### src/rtl/tinyqv_prefetch_queue.sv
// -----------------------------------------------------------------------------
// tinyqv_prefetch_queue
//
// Instruction prefetch queue for the TinyQV core. It buffers 16-bit halfwords
// streamed by the QSPI instruction fetch engine. It presents the next complete
// RV32C (one halfword) or RV32 (two halfwords) instruction to the decoder,
// together with that instruction's halfword PC.
//
// The queue is a circular buffer of DEPTH halfwords. The read and write
// pointers carry one extra wrap bit, so count = wr - rd distinguishes full
// from empty. A redirect (branch/jump/ret) empties the queue, retargets both
// PCs and stops the fetch engine. The engine is then asked to restart at the
// new address.
//
// Parameters
//   DEPTH       halfword entries (power of 2, >= 4)
//   ADDR_BITS   halfword address width
//   RESET_ADDR  halfword address fetched first after reset
//
// Ports
//   clk, rst        clock, synchronous active-high reset
//   redirect        flush the queue and restart fetching at redirect_addr
//   redirect_addr   new halfword PC
//   fetch_addr      halfword address of the next halfword to be written
//   fetch_restart   ask the fetch engine to (re)start at fetch_addr
//   fetch_stall     fetch engine must not deliver its next halfword
//   fetch_started   fetch engine has begun streaming
//   fetch_stopped   fetch engine has stopped streaming
//   fetch_data      halfword from memory, valid when fetch_ready
//   fetch_ready     fetch_data valid this cycle
//   instr           {hw[rd+1], hw[rd]}; upper half meaningless for 16-bit instrs
//   instr_pc        halfword PC of instr
//   instr_len       2'b01 = 16-bit, 2'b10 = 32-bit
//   instr_avail     all halfwords of instr are present
//   instr_consume   decoder takes instr; queue advances by instr_len
//   level           halfwords currently held
//   overflow        sticky: a halfword arrived while the queue was full
// -----------------------------------------------------------------------------
module tinyqv_prefetch_queue #(
   parameter int DEPTH      = 8,
   parameter int ADDR_BITS  = 23,
   parameter int RESET_ADDR = 0
) (
   input  logic                       clk,
   input  logic                       rst,
   input  logic                       redirect,
   input  logic [ADDR_BITS-1:0]       redirect_addr,
   output logic [ADDR_BITS-1:0]       fetch_addr,
   output logic                       fetch_restart,
   output logic                       fetch_stall,
   input  logic                       fetch_started,
   input  logic                       fetch_stopped,
   input  logic [15:0]                fetch_data,
   input  logic                       fetch_ready,
   output logic [31:0]                instr,
   output logic [ADDR_BITS-1:0]       instr_pc,
   output logic [1:0]                 instr_len,
   output logic                       instr_avail,
   input  logic                       instr_consume,
   output logic [$clog2(DEPTH):0]     level,
   output logic                       overflow
);

   localparam int IDX_W = $clog2(DEPTH);
   localparam int PTR_W = IDX_W + 1;

   typedef enum logic {
      STOPPED = 1'b0,
      RUNNING = 1'b1
   } fetch_state_e;

   fetch_state_e state, state_next;

   logic [15:0]          mem [DEPTH];
   logic [PTR_W-1:0]     rd, wr;
   logic [PTR_W-1:0]     rd_plus1;
   logic [PTR_W-1:0]     count;
   logic [PTR_W-1:0]     len_ext;
   logic [PTR_W-1:0]     level_next;
   logic                 full;
   logic                 write_en;
   logic                 drop_en;
   logic                 consume_en;
   logic [15:0]          hw_lo, hw_hi;

   // ---------------------------------------------------------------------------
   // Occupancy and read side (combinational from registers)
   // ---------------------------------------------------------------------------
   assign count    = wr - rd;
   assign full     = (count == PTR_W'(DEPTH));
   assign level    = count;
   assign rd_plus1 = rd + PTR_W'(1);

   // Only the low IDX_W bits index the array, so a 32-bit instruction whose
   // first half sits in the last entry takes its second half from entry 0.
   assign hw_lo = mem[rd[IDX_W-1:0]];
   assign hw_hi = mem[rd_plus1[IDX_W-1:0]];
   assign instr = {hw_hi, hw_lo};

   assign instr_len   = (hw_lo[1:0] == 2'b11) ? 2'b10 : 2'b01;
   assign len_ext     = {{(PTR_W-2){1'b0}}, instr_len};
   assign instr_avail = (count >= len_ext);

   // ---------------------------------------------------------------------------
   // Write/consume qualification. A redirect discards both the incoming
   // halfword and any consume in the same cycle.
   // ---------------------------------------------------------------------------
   assign write_en   = !rst && !redirect && fetch_ready && (state == RUNNING) && !full;
   assign drop_en    = !rst && !redirect && fetch_ready && (state == RUNNING) && full;
   assign consume_en = !rst && !redirect && instr_consume && instr_avail;

   // The stall looks at next cycle's occupancy. The engine therefore sees it
   // while the halfword that fills the queue is still in flight, and it stops
   // before any overrun.
   always_comb begin
      // NOTE: every signal driven here gets a default first; a path that
      // leaves it unassigned would infer a latch.
      level_next = count;
      if (rst || redirect) begin
         level_next = '0;
      end else begin
         if (write_en)   level_next = level_next + PTR_W'(1);
         if (consume_en) level_next = level_next - len_ext;
      end
   end

   assign fetch_stall = (level_next >= PTR_W'(DEPTH));

   // ---------------------------------------------------------------------------
   // Fetch engine handshake FSM
   // ---------------------------------------------------------------------------
   always_comb begin
      state_next    = state;
      fetch_restart = 1'b0;
      case (state)
         STOPPED: begin
            fetch_restart = 1'b1;
            if (fetch_started) state_next = RUNNING;
         end
         RUNNING: begin
            if (fetch_stopped) state_next = STOPPED;
         end
         default: state_next = STOPPED;
      endcase
      // A redirect pulses fetch_restart low for one cycle. The engine
      // therefore sees a fresh restart request at the new address, even when
      // it was already waiting to start.
      if (redirect) begin
         state_next    = STOPPED;
         fetch_restart = 1'b0;
      end
      if (rst) fetch_restart = 1'b0;
   end

   // ---------------------------------------------------------------------------
   // Control state
   // ---------------------------------------------------------------------------
   // NOTE: sequential state uses non-blocking assignments only, so every
   // register samples the values from before the edge.
   always_ff @(posedge clk) begin
      if (rst) begin
         state      <= STOPPED;
         rd         <= '0;
         wr         <= '0;
         instr_pc   <= ADDR_BITS'(RESET_ADDR);
         fetch_addr <= ADDR_BITS'(RESET_ADDR);
         overflow   <= 1'b0;
      end else begin
         state <= state_next;
         if (redirect) begin
            rd         <= wr;
            instr_pc   <= redirect_addr;
            fetch_addr <= redirect_addr;
         end else begin
            if (write_en) begin
               wr         <= wr + PTR_W'(1);
               fetch_addr <= fetch_addr + ADDR_BITS'(1);
            end
            if (drop_en) overflow <= 1'b1;
            if (consume_en) begin
               rd       <= rd + len_ext;
               instr_pc <= instr_pc + {{(ADDR_BITS-2){1'b0}}, instr_len};
            end
         end
      end
   end

   // ---------------------------------------------------------------------------
   // Halfword storage
   // ---------------------------------------------------------------------------
   // NOTE: the array has no reset. Entries are read only when count says they
   // are valid, and leaving out the reset allows plain register or RAM
   // mapping.
   always_ff @(posedge clk) begin
      if (write_en) mem[wr[IDX_W-1:0]] <= fetch_data;
   end

endmodule

### config.mk
export PLATFORM = sky130hd
export DESIGN_NAME = tinyqv_prefetch_queue
export DESIGN_NICKNAME = d
export VERILOG_FILES = /design/src/rtl/tinyqv_prefetch_queue.sv
export SDC_FILE = /design/constraint.sdc
export NUM_CORES = 1
export LEC_CHECK = 0
export CORE_MARGIN = 4
export CORE_UTILIZATION = 39
export DETAILED_ROUTE_END_ITERATION = 10
export PLACE_DENSITY_LB_ADDON = 0.1
export SLEW_MARGIN = 15
export SYNTH_ARGS = -nofsm -noshare
export SYNTH_HDL_FRONTEND = slang
export SYNTH_SLANG_ARGS = --single-unit
### constraint.sdc
create_clock -name clk -period 5.4 [get_ports clk]
set_clock_uncertainty 0.15 [all_clocks]
set_input_delay 1.08 -clock clk [delete_from_list [all_inputs] [get_ports clk]]
set_output_delay 1.08 -clock clk [all_outputs]
set_load 0.03 [all_outputs]
==> impl_results.md <==
- Area of the multi-input gates: 4227 um2
- Worst-Margin Slew: between 0.8 and 0.9 ns
- Cells after DPL: 1155
- Reg area: 5026 um2
- Wire length per cell: 22.20 um
- Largest net degree at the start of global routing: 65
- Synthesis-to-layout area growth: 24.74%
- Congestion Overflow GR: 0
- NumNets Final: 920
- Buffers on Ports: 133
- Clock sinks: 187
- Drt drc: 0
- Clock Path Buffers: 2
- Share of cells above drive strength 1: 20.05%
- Htree depth: 4
- Synth unique cells: 64
- Initial core utilization: 40.10%
- Syn nets: 791
- Peak supply drop: 0.0001655 V
- Lkg Pwr: roughly 3.8 nW
- CTS tree: yes
- Placer Congestion: 0.9310
- Initial antenna violation count: 4
- Power Total: around 3.3 mW
- DP Wirelength: 17830 um
- CP Capture Type: output port
- First-pass GRT wire length: roughly 41000 um
- Syn_area_per_cell: approximately 13 um2
- Total track usage: 19.79%
- Finished Layout Cells: 1188
- Type of the worst setup path: reg -> out
- Vias in the first global route: about 7200
- Clk Latency, worst-skew pair: 0.42 ns
- Die W: ~160 um
- Die height: 164.0 um
- Fmax: 193.7 MHz
- Via count: 6985
- RSZ-0062 raised after global routing: false
- Std-Cell Rows: 56
- Synth warn: 0
- Most used DFF post-synth: edfxtp_1
- Status: finished clean
- Drt first-iter violations: 438
- DRT Pass-1 Iters: 4
- PD cells: ~280 nW/um2
- EDFF count, synth: approximately 130
- Most frequent cells in the layout: clkdlybuf4s50_1, edfxtp_1, mux4_2
- Worst EP required: 4.17 ns
- Setup violators final: 0
- #FFs+latches synth: ~190
- Routed Antenna Nets: 0
- TritonCTS buffer count: 17
- Crit-path max cell delay: 0.59 ns
- Critical path's slowest cell: clkdlybuf4s50_1
- Ports: around 130
- Core area: 23680 um2
- Crit path max-delay family: simple AND/OR/NAND/NOR gates
- Type of origin of the critical path: register
- Critical Path, Cell by Cell: mux4_2, mux2_2, nand2_1, ha_1, nand2b_1, a211oi_2, and3_1, inv_1, clkdlybuf4s50_1
- Max cap viols: 0
- Post-synth ARST share: 0%
- Root buf cell: clkbuf_16
- Sequential share of the synthesized area: between 50% and 60%
- Hold Crit Class: reg -> reg
- Critical Path AT: slightly below 4 ns
- Commonest non-fill, non-tap cell in the layout: clkdlybuf4s50_1
- Final Hold Violating Endpoints: 0
- Clock transition at path regs: 0.08 ns
- Wirelength, routed: 26380 um
- Fin crit share: 95.62%
- Worst-path fanout max: 10
- CP Buf/Inv Count: 2
- Post-CTS Setup Bufs: 0
- Mapped Cells: about 730
- Slew HR: between 40% and 50%
- Die ar.: 26910 um2
- Filler Cell Count: 2119
- Setup TNS: 0 ns
- Mapped cell area: 9497 um2
- Post-route minimum period: between 5 and 6 ns
- Drt via density: 5.880
- Final Max Slew Viols: 0
per-stage QoR:
step,hold slack (ns),util (%),setup slack (ns),cell area (um2)
2_1_floorplan,0.3561,-,0.2588,9497
3_3_place_gp,0.3120,47.51,0.5843,11250
3_5_place_dp,0.3146,47.51,0.4489,11250
4_1_cts,0.3337,49.95,0.04446,11830
5_1_grt,0.3763,50.02,0.0001932,11850
6_report,0.3294,50.02,0.2364,11850
flip-flops by register name (all words and copies together) (netlist names), named ones only:
| signal | flops |
|---|---|
| mem | 128 |
| instr_pc | 23 |
| fetch_addr | 23 |
| rd | 4 |
| state | 1 |
| overflow | 1 |
| wr | 4 |
final cells by class:
| class | instances | share of cell area [%] |
|---|---|---|
| Sequential cell | 187 | 42.43 |
| Tap cell | 319 | 3.369 |
| Multi-Input combinational cell | 464 | 35.68 |
| Antenna cell | 1 | 0.02112 |
| Clock inverter | 15 | 1.289 |
| Clock buffer | 17 | 3.591 |
| Inverter | 26 | 0.8238 |
| Timing Repair Buffer | 159 | 12.80 |
cell usage after synthesis (3+ instances only):
| master | number | area (um2) |
|---|---|---|
| edfxtp_1 | 128 | 3844 |
| mux4_2 | 64 | 1441 |
| dfxtp_1 | 59 | 1181 |
| nand2_1 | 58 | 217.7 |
| clkbuf_1 | 35 | 131.4 |
| mux2_2 | 32 | 360.4 |
| nor2_1 | 32 | 120.1 |
| a31oi_1 | 28 | 175.2 |
| inv_1 | 24 | 90.09 |
| o211ai_1 | 22 | 165.2 |
| or3_1 | 21 | 131.4 |
| nand3_1 | 19 | 95.09 |
| ha_1 | 16 | 200.2 |
| a21oi_1 | 15 | 75.07 |
| or4_1 | 14 | 105.1 |
| a311oi_1 | 13 | 113.9 |
| o21ai_0 | 12 | 60.06 |
| and3_1 | 10 | 62.56 |
| nand4_1 | 10 | 62.56 |
| nor3_1 | 9 | 45.04 |
| o31ai_1 | 9 | 67.56 |
| buf_1 | 7 | 26.28 |
| nor4_1 | 7 | 43.79 |
| a2111oi_0 | 6 | 52.55 |
| and2_1 | 6 | 37.54 |
| nor2b_1 | 6 | 37.54 |
| buf_2 | 5 | 25.02 |
| xnor2_1 | 4 | 35.03 |
| a21o_1 | 3 | 22.52 |
| and4_1 | 3 | 26.28 |
| fa_1 | 3 | 60.06 |
| mux2i_1 | 3 | 30.03 |
| nand2b_1 | 3 | 18.77 |
final timing paths:
| check | start | depth (start not counted) | slack (ns) | to |
|---|---|---|---|---|
| hold reg to reg | overflow | 2 | 0.33 | overflow |
| setup / recovery | register | 9 | 0.24 | instr_avail |
| setup reg to reg | register | 11 | 0.85 | instr_pc[22] |
| hold / removal | overflow | 2 | 0.33 | overflow |
kinds of logic (layout without fill, tap and decap cells):
family	count (synthesis)	count (layout)	synth area share, %
flops	187	187	52.91
xor+xnor	6	6	0.5534
mux	99	99	19.29
simple gates	209	209	11.52
fa+ha+maj	19	19	2.740
compound gates	131	131	9.882
other cells	0	1	0
buf+inv	75	217	3.109
per-layer routing:
| layer | share of wire [%] | track usage (%) | wire [um] |
|---|---|---|---|
| met1 | 40 | 24.22 | 10650 |
| met2 | 51 | 34.37 | 13390 |
| met3 | 6.9 | 5.345 | 1831 |
| met4 | 1.9 | 5.909 | 497 |
| met5 | 0.045 | 0 | 12 |
power breakdown:
group	total (mW)	internal (mW)	switching [mW]
Combinational	0.503	0.221	0.282
Sequential	1.59	1.55	0.0386
Clock	1.23	0.656	0.577
worst min-delay path: cells and delay by family (launching register included):
| kind | cells | cell delay, ns |
|---|---|---|
| AO/OA/AOI/OAI | 1 | 0.04 |
| flip-flops | 1 | 0.34 |
| AND/OR/NAND/NOR | 1 | 0.07 |
timing repair:
item	4_1_cts	5_1_grt
endpoints found under the setup margin	0	1
hold buffers	0	0
resized for setup	0	2
Note: power is estimated with default switching activity, not from simulation.
